### config.mk
export PLATFORM = sky130hd
export DESIGN_NAME = find_max_frame
export DESIGN_NICKNAME = d
export VERILOG_FILES = /design/src/rtl/find_max_frame.sv
export SDC_FILE = /design/constraint.sdc
export NUM_CORES = 1
export LEC_CHECK = 0
export CORE_MARGIN = 4
export CORE_UTILIZATION = 25
export CTS_CLUSTER_DIAMETER = 50
export DETAILED_ROUTE_END_ITERATION = 10
export GPL_TIMING_DRIVEN = 1
export PLACE_DENSITY = 0.53
export SLEW_MARGIN = 20
export SYNTH_ARGS = -nofsm -noshare
export SYNTH_HDL_FRONTEND = slang
export SYNTH_SLANG_ARGS = --single-unit
export TNS_END_PERCENT = 50
### constraint.sdc
create_clock -name clk -period 4.3 [get_ports clk]
set_input_delay 0.86 -clock clk [delete_from_list [all_inputs] [get_ports clk]]
set_output_delay 0.86 -clock clk [all_outputs]
set_load 0.01 [all_outputs]
### src/rtl/find_max_frame.sv
// -----------------------------------------------------------------------------
// find_max_frame
//
// Purpose:
//   Takes a stream of DATA_W-bit words and sends each one, one at a time,
//   through an external transform unit (add_one or similar). It keeps the
//   maximum of the transformed values over a frame of FRAME_LEN words and
//   returns that maximum once per frame. The optional index output
//   (FIND_MAX_INDEX_EN) reports where in the frame the maximum appeared.
//
// Handshake (every channel): a transfer completes on a rising clk edge where
//   vld=1 and busy=0. A producer holds vld and data stable until then. Each
//   busy/vld this block drives is a register, so it only changes on an edge.
//
// Parameters:
//   DATA_W    : width of every data bus
//   FRAME_LEN : words per frame, 1..65536
//   SIGNED    : 1 compares as two's complement, 0 compares as unsigned
//
// Build option:
//   FIND_MAX_INDEX_EN : when defined, adds the find_max_return_idx port and
//                       the index registers behind it
//
// Ports:
//   clk, rst                 clock, asynchronous active-high reset
//   find_max_x_*             input word channel (vld/data in, busy out)
//   add_one_x_out_*          word offered to the transform (vld/data out, busy in)
//   add_one_return_in_*      transform result (vld/data in, busy out)
//   find_max_return_*        frame maximum (vld/data out, busy in)
//   find_max_return_idx      index of the maximum within its frame (option)
// -----------------------------------------------------------------------------
module find_max_frame #(
   parameter int unsigned DATA_W    = 32,
   parameter int unsigned FRAME_LEN = 8,
   parameter int unsigned SIGNED    = 0,
   localparam int unsigned IDX_W    = (FRAME_LEN > 1) ? $clog2(FRAME_LEN) : 1
) (
   input  logic              clk,
   input  logic              rst,
   // input word channel
   input  logic              find_max_x_vld,
   input  logic [DATA_W-1:0] find_max_x_data,
   output logic              find_max_x_busy,
   // word out to the transform unit
   output logic              add_one_x_out_vld,
   output logic [DATA_W-1:0] add_one_x_out_data,
   input  logic              add_one_x_out_busy,
   // result back from the transform unit
   input  logic              add_one_return_in_vld,
   input  logic [DATA_W-1:0] add_one_return_in_data,
   output logic              add_one_return_in_busy,
   // frame maximum out
   output logic              find_max_return_vld,
   output logic [DATA_W-1:0] find_max_return_data,
   input  logic              find_max_return_busy
`ifdef FIND_MAX_INDEX_EN
   ,
   output logic [IDX_W-1:0]  find_max_return_idx
`endif
);

   typedef enum logic [1:0] {
      RECV = 2'd0,   // waiting for an input word
      CALL = 2'd1,   // offering the captured word to the transform
      WAIT = 2'd2,   // waiting for the transform result
      SEND = 2'd3    // offering the frame maximum
   } state_t;

   localparam logic [IDX_W-1:0] LAST_CNT = IDX_W'(FRAME_LEN - 1);

   state_t              state_q, state_d;
   logic [IDX_W-1:0]    cnt_q, cnt_d;
   logic [DATA_W-1:0]   max_q, max_d;

   // Output registers
   logic                x_busy_q, x_busy_d;
   logic                out_vld_q, out_vld_d;
   logic [DATA_W-1:0]   out_data_q, out_data_d;
   logic                ret_busy_q, ret_busy_d;
   logic                rvld_q, rvld_d;
   logic [DATA_W-1:0]   rdata_q, rdata_d;

`ifdef FIND_MAX_INDEX_EN
   logic [IDX_W-1:0]    idx_q, idx_d;
   logic [IDX_W-1:0]    ridx_q, ridx_d;
   logic [IDX_W-1:0]    idx_upd;
`endif

   // Transfers are qualified with the registered busy/vld this block drives,
   // so the reset cycle (state RECV but x_busy still 1) accepts nothing.
   logic x_xfer, out_xfer, ret_xfer, rsp_xfer;
   assign x_xfer   = find_max_x_vld        & ~x_busy_q;
   assign out_xfer = out_vld_q             & ~add_one_x_out_busy;
   assign ret_xfer = add_one_return_in_vld & ~ret_busy_q;
   assign rsp_xfer = rvld_q                & ~find_max_return_busy;

   // Strict greater-than in the configured number format.
   logic res_gt;
   always_comb begin
      if (SIGNED != 0) begin
         res_gt = $signed(add_one_return_in_data) > $signed(max_q);
      end else begin
         res_gt = add_one_return_in_data > max_q;
      end
   end

   // The first element of a frame always loads; after that only a strictly
   // larger value replaces the maximum, so ties keep the earliest element.
   logic              take_new;
   logic [DATA_W-1:0] max_upd;
   assign take_new = (cnt_q == '0) | res_gt;
   assign max_upd  = take_new ? add_one_return_in_data : max_q;

`ifdef FIND_MAX_INDEX_EN
   assign idx_upd  = take_new ? cnt_q : idx_q;
`endif

   // Next-state and output-register logic
   always_comb begin
      state_d    = state_q;
      cnt_d      = cnt_q;
      max_d      = max_q;
      out_data_d = out_data_q;
      rdata_d    = rdata_q;
`ifdef FIND_MAX_INDEX_EN
      idx_d      = idx_q;
      ridx_d     = ridx_q;
`endif

      case (state_q)
         RECV: begin
            if (x_xfer) begin
               out_data_d = find_max_x_data;
               state_d    = CALL;
            end
         end

         CALL: begin
            if (out_xfer) begin
               state_d = WAIT;
            end
         end

         WAIT: begin
            if (ret_xfer) begin
               max_d = max_upd;
`ifdef FIND_MAX_INDEX_EN
               idx_d = idx_upd;
`endif
               if (cnt_q == LAST_CNT) begin
                  cnt_d   = '0;
                  rdata_d = max_upd;
`ifdef FIND_MAX_INDEX_EN
                  ridx_d  = idx_upd;
`endif
                  state_d = SEND;
               end else begin
                  cnt_d   = cnt_q + IDX_W'(1);
                  state_d = RECV;
               end
            end
         end

         SEND: begin
            if (rsp_xfer) begin
               state_d = RECV;
            end
         end

         default: begin
            state_d = RECV;
         end
      endcase

      // Handshake outputs are decoded from the next state and registered,
      // so each one changes on the same edge as the state it belongs to.
      x_busy_d   = (state_d != RECV);
      out_vld_d  = (state_d == CALL);
      ret_busy_d = (state_d != WAIT);
      rvld_d     = (state_d == SEND);
   end

   always_ff @(posedge clk or posedge rst) begin
      if (rst) begin
         state_q    <= RECV;
         cnt_q      <= '0;
         max_q      <= '0;
         x_busy_q   <= 1'b1;
         out_vld_q  <= 1'b0;
         out_data_q <= '0;
         ret_busy_q <= 1'b1;
         rvld_q     <= 1'b0;
         rdata_q    <= '0;
`ifdef FIND_MAX_INDEX_EN
         idx_q      <= '0;
         ridx_q     <= '0;
`endif
      end else begin
         state_q    <= state_d;
         cnt_q      <= cnt_d;
         max_q      <= max_d;
         x_busy_q   <= x_busy_d;
         out_vld_q  <= out_vld_d;
         out_data_q <= out_data_d;
         ret_busy_q <= ret_busy_d;
         rvld_q     <= rvld_d;
         rdata_q    <= rdata_d;
`ifdef FIND_MAX_INDEX_EN
         idx_q      <= idx_d;
         ridx_q     <= ridx_d;
`endif
      end
   end

   assign find_max_x_busy        = x_busy_q;
   assign add_one_x_out_vld      = out_vld_q;
   assign add_one_x_out_data     = out_data_q;
   assign add_one_return_in_busy = ret_busy_q;
   assign find_max_return_vld    = rvld_q;
   assign find_max_return_data   = rdata_q;
`ifdef FIND_MAX_INDEX_EN
   assign find_max_return_idx    = ridx_q;
`endif

endmodule
Word level (Yosys, flattened, before mapping) --
Cells that the tools add are included.
Storage, ports and cells: input port bits 70, register bits after elaboration 105, output and inout bits 68, word-level logic and storage cells 41
Operators by class: add/subtract/negate cells 1, bitwise logic cells 9, multiplexer cells 8, reduce and logical (&&, ||, !) cells 6, $lt $le $gt $ge 1, equal/unequal tests 7
Operators by type and width (number):
- > comparator 32 bit | 1
- 2-to-1 mux 32 bit | 1
- 2-to-1 mux 2 bit | 5
- one-hot mux 2 bit (4 select lines) | 1
- == test 2 bit (second input constant) | 3
- bitwise AND 1 bit | 4
- == test 2 x 1 -> 1 bit (second input constant) | 2
- inverter 1 bit | 4
- AND reduction 2 bit | 2
- adder 3 x 1 -> 3 bit (second input constant) | 1
- == test 3 bit (second input constant) | 1
- logical NOT 3 bit | 1
- 2-to-1 mux 3 bit | 1
- AND reduction 3 bit | 1
- logical NOT 2 bit | 1
- != test 2 bit (second input constant) | 1
- nonzero test 2 bit | 1
- OR 1 bit | 1

Logic depth before layout (Yosys ltp) --
word-level depth 5, gate-level depth with buffers 9

Worst setup path after synthesis --
No wires, ideal clock.
path kind input -> register, from in add_one_return_in_data[1], to reg max_q[10], arrival time 2.698 ns, path slack 1.477 ns, buffers on the path 1, stages 8, cell sequence ha_1 nor2b_1 o211ai_2 a2111oi_2 o311a_2 o21ai_4 buf_12 mux2_4
Between the ends: longest elaborated chain between the ends 3
Ends and longest elaborated chain:
- start: declaration | line 50 | input logic [DATA_W-1:0] add_one_return_in_data,
- > comparator 32 bit | line 103 | res_gt = add_one_return_in_data > max_q;
- OR 1 bit | line 111 | assign take_new = (cnt_q == '0) | res_gt;
- 2-to-1 mux 32 bit | line 112 | assign max_upd = take_new ? add_one_return_in_data : max_q;
- end signal: assignment | line 201 | max_q <= max_d;
- end: declaration | line 73 | logic [DATA_W-1:0] max_q, max_d;
No other way between the ends. A chain may end at the register's enable or synchronous reset.

Worst setup path after layout --
from in add_one_return_in_data[11], to reg max_q[21]
Same word-level chain as after synthesis.

==> impl_results.html <==
<table>
<tr><th>Metric</th><th>Value</th></tr>
<tr><th colspan="2">Detailed routing</th></tr>
<tr><td>Detailed-route vias per instance</td><td>4.58</td></tr>
<tr><td>Sum of routed wire length over all layers</td><td>14100 um</td></tr>
<tr><td>Number of search-and-repair iterations in the first detailed-routing pass</td><td>4</td></tr>
<tr><td>Final ANT Viol Nets</td><td>0</td></tr>
<tr><td>Total number of vias</td><td>4051</td></tr>
<tr><td>Uppermost routed layer</td><td>met4</td></tr>
<tr><td>Met3 wire length</td><td>746 um</td></tr>
<tr><td>Detailed-route wire length on metal 1</td><td>6370 um</td></tr>
<tr><td>Wirelength per Cell</td><td>16.0 um</td></tr>
<tr><td>Met2 Wirelength</td><td>6820 um</td></tr>
<tr><td>Number of remaining DRC errors</td><td>0</td></tr>
<tr><td>DRC violation total after the first TritonRoute iteration</td><td>149</td></tr>
<tr><th colspan="2">Finish</th></tr>
<tr><td>Area overhead of the layout relative to synthesis</td><td>37.4%</td></tr>
<tr><td>Top library cells by usage in the layout, fill and taps aside</td><td>sky130_fd_sc_hd__clkdlybuf4s50_1, sky130_fd_sc_hd__dfrtp_1, sky130_fd_sc_hd__inv_1</td></tr>
<tr><td>Ant. Diodes</td><td>0</td></tr>
<tr><td>Number of nets in the layout</td><td>709</td></tr>
<tr><td>Final Cell Area</td><td>0.00737 mm^2</td></tr>
<tr><td>Final core area utilization</td><td>0.349</td></tr>
<tr><td>Most common cell after layout, fill and taps aside</td><td>sky130_fd_sc_hd__clkdlybuf4s50_1</td></tr>
<tr><td>Non-filler cells, final</td><td>884</td></tr>
<tr><td>Fraction of layout instances using a drive strength above 1</td><td>0.177</td></tr>
<tr><th colspan="2">Critical path</th></tr>
<tr><td>Data required time of the worst path</td><td>4.54 ns</td></tr>
<tr><td>Critical Path Max Stage Delay</td><td>0.58 ns</td></tr>
<tr><td>Peak fanout along the critical path</td><td>16</td></tr>
<tr><td>Register-to-register setup slack</td><td>1.55 ns</td></tr>
<tr><td>Kind of critical path</td><td>primary input to flip-flop</td></tr>
<tr><td>R2r endpoint</td><td>max_q[21]$_DFFE_PP0P_</td></tr>
<tr><td>Launching point of the worst reg2reg path</td><td>max_q[11]$_DFFE_PP0P_</td></tr>
<tr><td>Critical Path Source</td><td>add_one_return_in_data[11]</td></tr>
<tr><td>Setup crit start kind</td><td>primary input</td></tr>
<tr><td>Critical path capture point</td><td>max_q[21]$_DFFE_PP0P_</td></tr>
<tr><td>Critical path capture point type</td><td>flip-flop</td></tr>
<tr><td>Cells along the critical path</td><td>clkdlybuf4s50_1, ha_1, nand4_1, o311ai_1, o311a_2, o21ai_4, buf_4, mux2_4</td></tr>
<tr><td>Slowest stage cell, crit path</td><td>sky130_fd_sc_hd__o311ai_1</td></tr>
<tr><td>Reg2reg path depth</td><td>8</td></tr>
<tr><td>Critical Path AT</td><td>3.57 ns</td></tr>
<tr><th colspan="2">Global route</th></tr>
<tr><td>Number of global-route vias before repair</td><td>4307</td></tr>
<tr><td>Wire length of the first global-routing pass</td><td>22700 um</td></tr>
<tr><td>Antenna violations before repair</td><td>0</td></tr>
<tr><td>Maximum number of pins on one net before global-route repair</td><td>86</td></tr>
<tr><td>GRT overflow</td><td>0</td></tr>
<tr><td>Global-route usage over all layers</td><td>0.119</td></tr>
<tr><th colspan="2">Placed design</th></tr>
<tr><td>Port Buffer Count</td><td>137</td></tr>
<tr><td>Pre-CTS WS</td><td>0.596 ns</td></tr>
<tr><td>Post-place instance area</td><td>0.00705 mm^2</td></tr>
<tr><td>Number of cells in the design after placement</td><td>868</td></tr>
<tr><td>Placed wire-length estimate</td><td>10300 um</td></tr>
<tr><td>Routability Congestion</td><td>0.792</td></tr>
<tr><th colspan="2">Yosys</th></tr>
<tr><td>Register area share after synthesis</td><td>0.490</td></tr>
<tr><td>Avg Synthesized Cell Area</td><td>11.4 um^2</td></tr>
<tr><td>Number of different library cells in the post-synthesis netlist</td><td>40</td></tr>
<tr><td>EDFF count, synth</td><td>0</td></tr>
<tr><td>Nets in the synthesized netlist</td><td>575</td></tr>
<tr><td>Fraction of synthesized cell area taken by the top area cell type</td><td>0.481</td></tr>
<tr><td>Ys async rst share</td><td>1.00</td></tr>
<tr><td>Yosys warning total</td><td>0</td></tr>
<tr><td>Post-Synthesis Cells</td><td>470</td></tr>
<tr><td>Leading cell types by total area after synthesis</td><td>sky130_fd_sc_hd__dfrtp_1, sky130_fd_sc_hd__mux2_4, sky130_fd_sc_hd__ha_1, sky130_fd_sc_hd__mux2_2, sky130_fd_sc_hd__a31oi_1</td></tr>
<tr><td>Yosys reg bits</td><td>105</td></tr>
<tr><td>Biggest area consumer among synthesized cells</td><td>sky130_fd_sc_hd__dfrtp_1</td></tr>
<tr><td>Post-Syn Area</td><td>0.00536 mm^2</td></tr>
<tr><td>Main flop type after synthesis</td><td>sky130_fd_sc_hd__dfrtp_1</td></tr>
<tr><th colspan="2">Clock network</th></tr>
<tr><td>CTS tree</td><td>yes</td></tr>
<tr><td>Buffer count from post-CTS setup fixing</td><td>0</td></tr>
<tr><td>Clock buffer count from CTS</td><td>9</td></tr>
<tr><td>H-Tree Depth</td><td>3</td></tr>
<tr><td>Clock slew seen by the registers of the worst setup and hold paths</td><td>0.07 ns</td></tr>
<tr><td>Clock insertion delay at the later pin of the skew report</td><td>0.35 ns</td></tr>
<tr><td>Count of cells resized by post-cts repair</td><td>0</td></tr>
<tr><td>Number of sinks handled by clock tree synthesis</td><td>105</td></tr>
<tr><td>Number of buffers on the longest clock path</td><td>2</td></tr>
<tr><td>Hold buffers post-CTS</td><td>0</td></tr>
<tr><td>Root cell of the clock tree</td><td>sky130_fd_sc_hd__clkbuf_16</td></tr>
<tr><th colspan="2">STA</th></tr>
<tr><td>Hold slack final</td><td>0.508 ns</td></tr>
<tr><td>Total negative slack</td><td>0 ns</td></tr>
<tr><td>Highest clock frequency the design can meet</td><td>300 MHz</td></tr>
<tr><td>Max-slew headroom</td><td>0.479</td></tr>
<tr><td>Final setup skew</td><td>0.00771 ns</td></tr>
<tr><td>RSZ-0062 raised after global routing</td><td>false</td></tr>
<tr><td>Post-layout minimum cycle time</td><td>3.34 ns</td></tr>
<tr><td>Number of slew-limit violations in the final report</td><td>0</td></tr>
<tr><td>Slew at the pin closest to its max-slew limit</td><td>0.781 ns</td></tr>
<tr><td>Crit share post-route</td><td>0.776</td></tr>
<tr><td>Worst Slack Setup Final</td><td>0.963 ns</td></tr>
<tr><td>Hold violation count in the final report</td><td>0</td></tr>
<tr><td>Finish-stage setup viols</td><td>0</td></tr>
<tr><th colspan="2">Floorplan</th></tr>
<tr><td>Number of standard-cell rows in the floorplan</td><td>53</td></tr>
<tr><td>Initial Util</td><td>0.254</td></tr>
<tr><td>Top-Level Pins</td><td>138</td></tr>
<tr><td>Overall die area</td><td>0.0239 mm^2</td></tr>
<tr><td>Width of the die</td><td>154 um</td></tr>
<tr><td>Height of the die</td><td>154 um</td></tr>
<tr><td>Placeable core area</td><td>0.0211 mm^2</td></tr>
<tr><th colspan="2">Power</th></tr>
<tr><td>Ratio of total power to cell area</td><td>631 mW/mm^2</td></tr>
<tr><td>Largest vdd supply drop</td><td>218 uV</td></tr>
<tr><td>Overall power</td><td>4.65 mW</td></tr>
<tr><td>Static leakage power</td><td>3.17 nW</td></tr>
<tr><th colspan="2">Status</th></tr>
<tr><td>Outcome</td><td>finished, final reports clean</td></tr>
<tr><th colspan="2">Worst hold path</th></tr>
<tr><td>Launch instance of the worst min-delay path</td><td>add_one_x_out_data[6]$_DFFE_PP0P_</td></tr>
<tr><td>Class of the tightest hold or removal check</td><td>flip-flop to flip-flop</td></tr>
<tr><th colspan="2">Flow run</th></tr>
<tr><td>Count of max-cap constraint violations</td><td>0</td></tr>
</table>
## final cells by class
cell class / count / area (um^2)
inverters: 39 / 151
flip-flops and latches: 105 / 2630
clock buffers: 11 / 253
fillers: 2109 / 13700
well taps: 275 / 344
repair buffers: 148 / 1470
clock inverters: 5 / 62.6
multi-input cells: 301 / 2460
## flip-flops by register name, indices dropped and copies added (netlist names)
register	count
find_max_return_vld	1
max_q	32
add_one_return_in_busy	1
add_one_x_out_data	32
find_max_x_busy	1
find_max_return_data	32
cnt_q	3
add_one_x_out_vld	1
state_q	2
## how the worst min path moves through the flow
stage | to | slack [ns] | depth (start not counted)
final | add_one_x_out_data[6]$_DFFE_PP0P_ | 0.51 | 1
after global routing | add_one_x_out_data[6]$_DFFE_PP0P_ | 0.53 | 1
after CTS | add_one_x_out_data[10]$_DFFE_PP0P_ | 0.51 | 1
after detailed placement | add_one_x_out_data[6]$_DFFE_PP0P_ | 0.50 | 1
after global placement | add_one_x_out_data[7]$_DFFE_PP0P_ | 0.49 | 1
after floorplan | max_q[31]$_DFFE_PP0P_ | 0.50 | 1
## cells in the mapped netlist (all sizes together), types with 3 or more instances
| library cell | number |
|---|---|
| ha | 35 |
| inv | 39 |
| nor2b | 3 |
| buf | 11 |
| a31oi | 32 |
| o21ai | 40 |
| mux2 | 64 |
| dfrtp | 103 |
| a21oi | 12 |
| nor2 | 36 |
| nand3 | 35 |
| nand4 | 8 |
| nand2 | 10 |
| nor4b | 3 |
| clkbuf | 14 |
## worst max-delay path: cells and delay by family
| family | cells | cell delay [ns] |
|---|---|---|
| multiplexers | 1 | 0.31 |
| AND/OR/NAND/NOR | 1 | 0.19 |
| buffers and inverters | 2 | 0.70 |
| adder cells (fa/ha/maj) | 1 | 0.34 |
| AO/OA/AOI/OAI | 3 | 1.15 |
## power by group
group,leakage [nW],total (mW),internal [mW],switching [mW]
registers,1.33,1.69,1.41,0.281
clock network,0.148,0.873,0.487,0.386
logic,1.69,2.09,1.16,0.933
## routing by layer
layer / GRT usage / up-vias
li1: - / 1948
met1: 0.147 / 1983
met3: 0.0322 / 13
met5: 0 / -
met4: 0.0282 / 0
met2: 0.206 / 107
## logic make-up (layout without fill, tap and decap cells)
kind of cell             Yosys count  in the layout  synth area share
buffers and inverters             64            203            0.0558
flip-flops                       105            105             0.490
AND/OR/NAND/NOR                  103            103            0.0996
multiplexers                      64             64             0.155
AO/OA/AOI/OAI                     99             99             0.117
adder cells (fa/ha/maj)           35             35            0.0817
(Power assumes the default switching activity.)
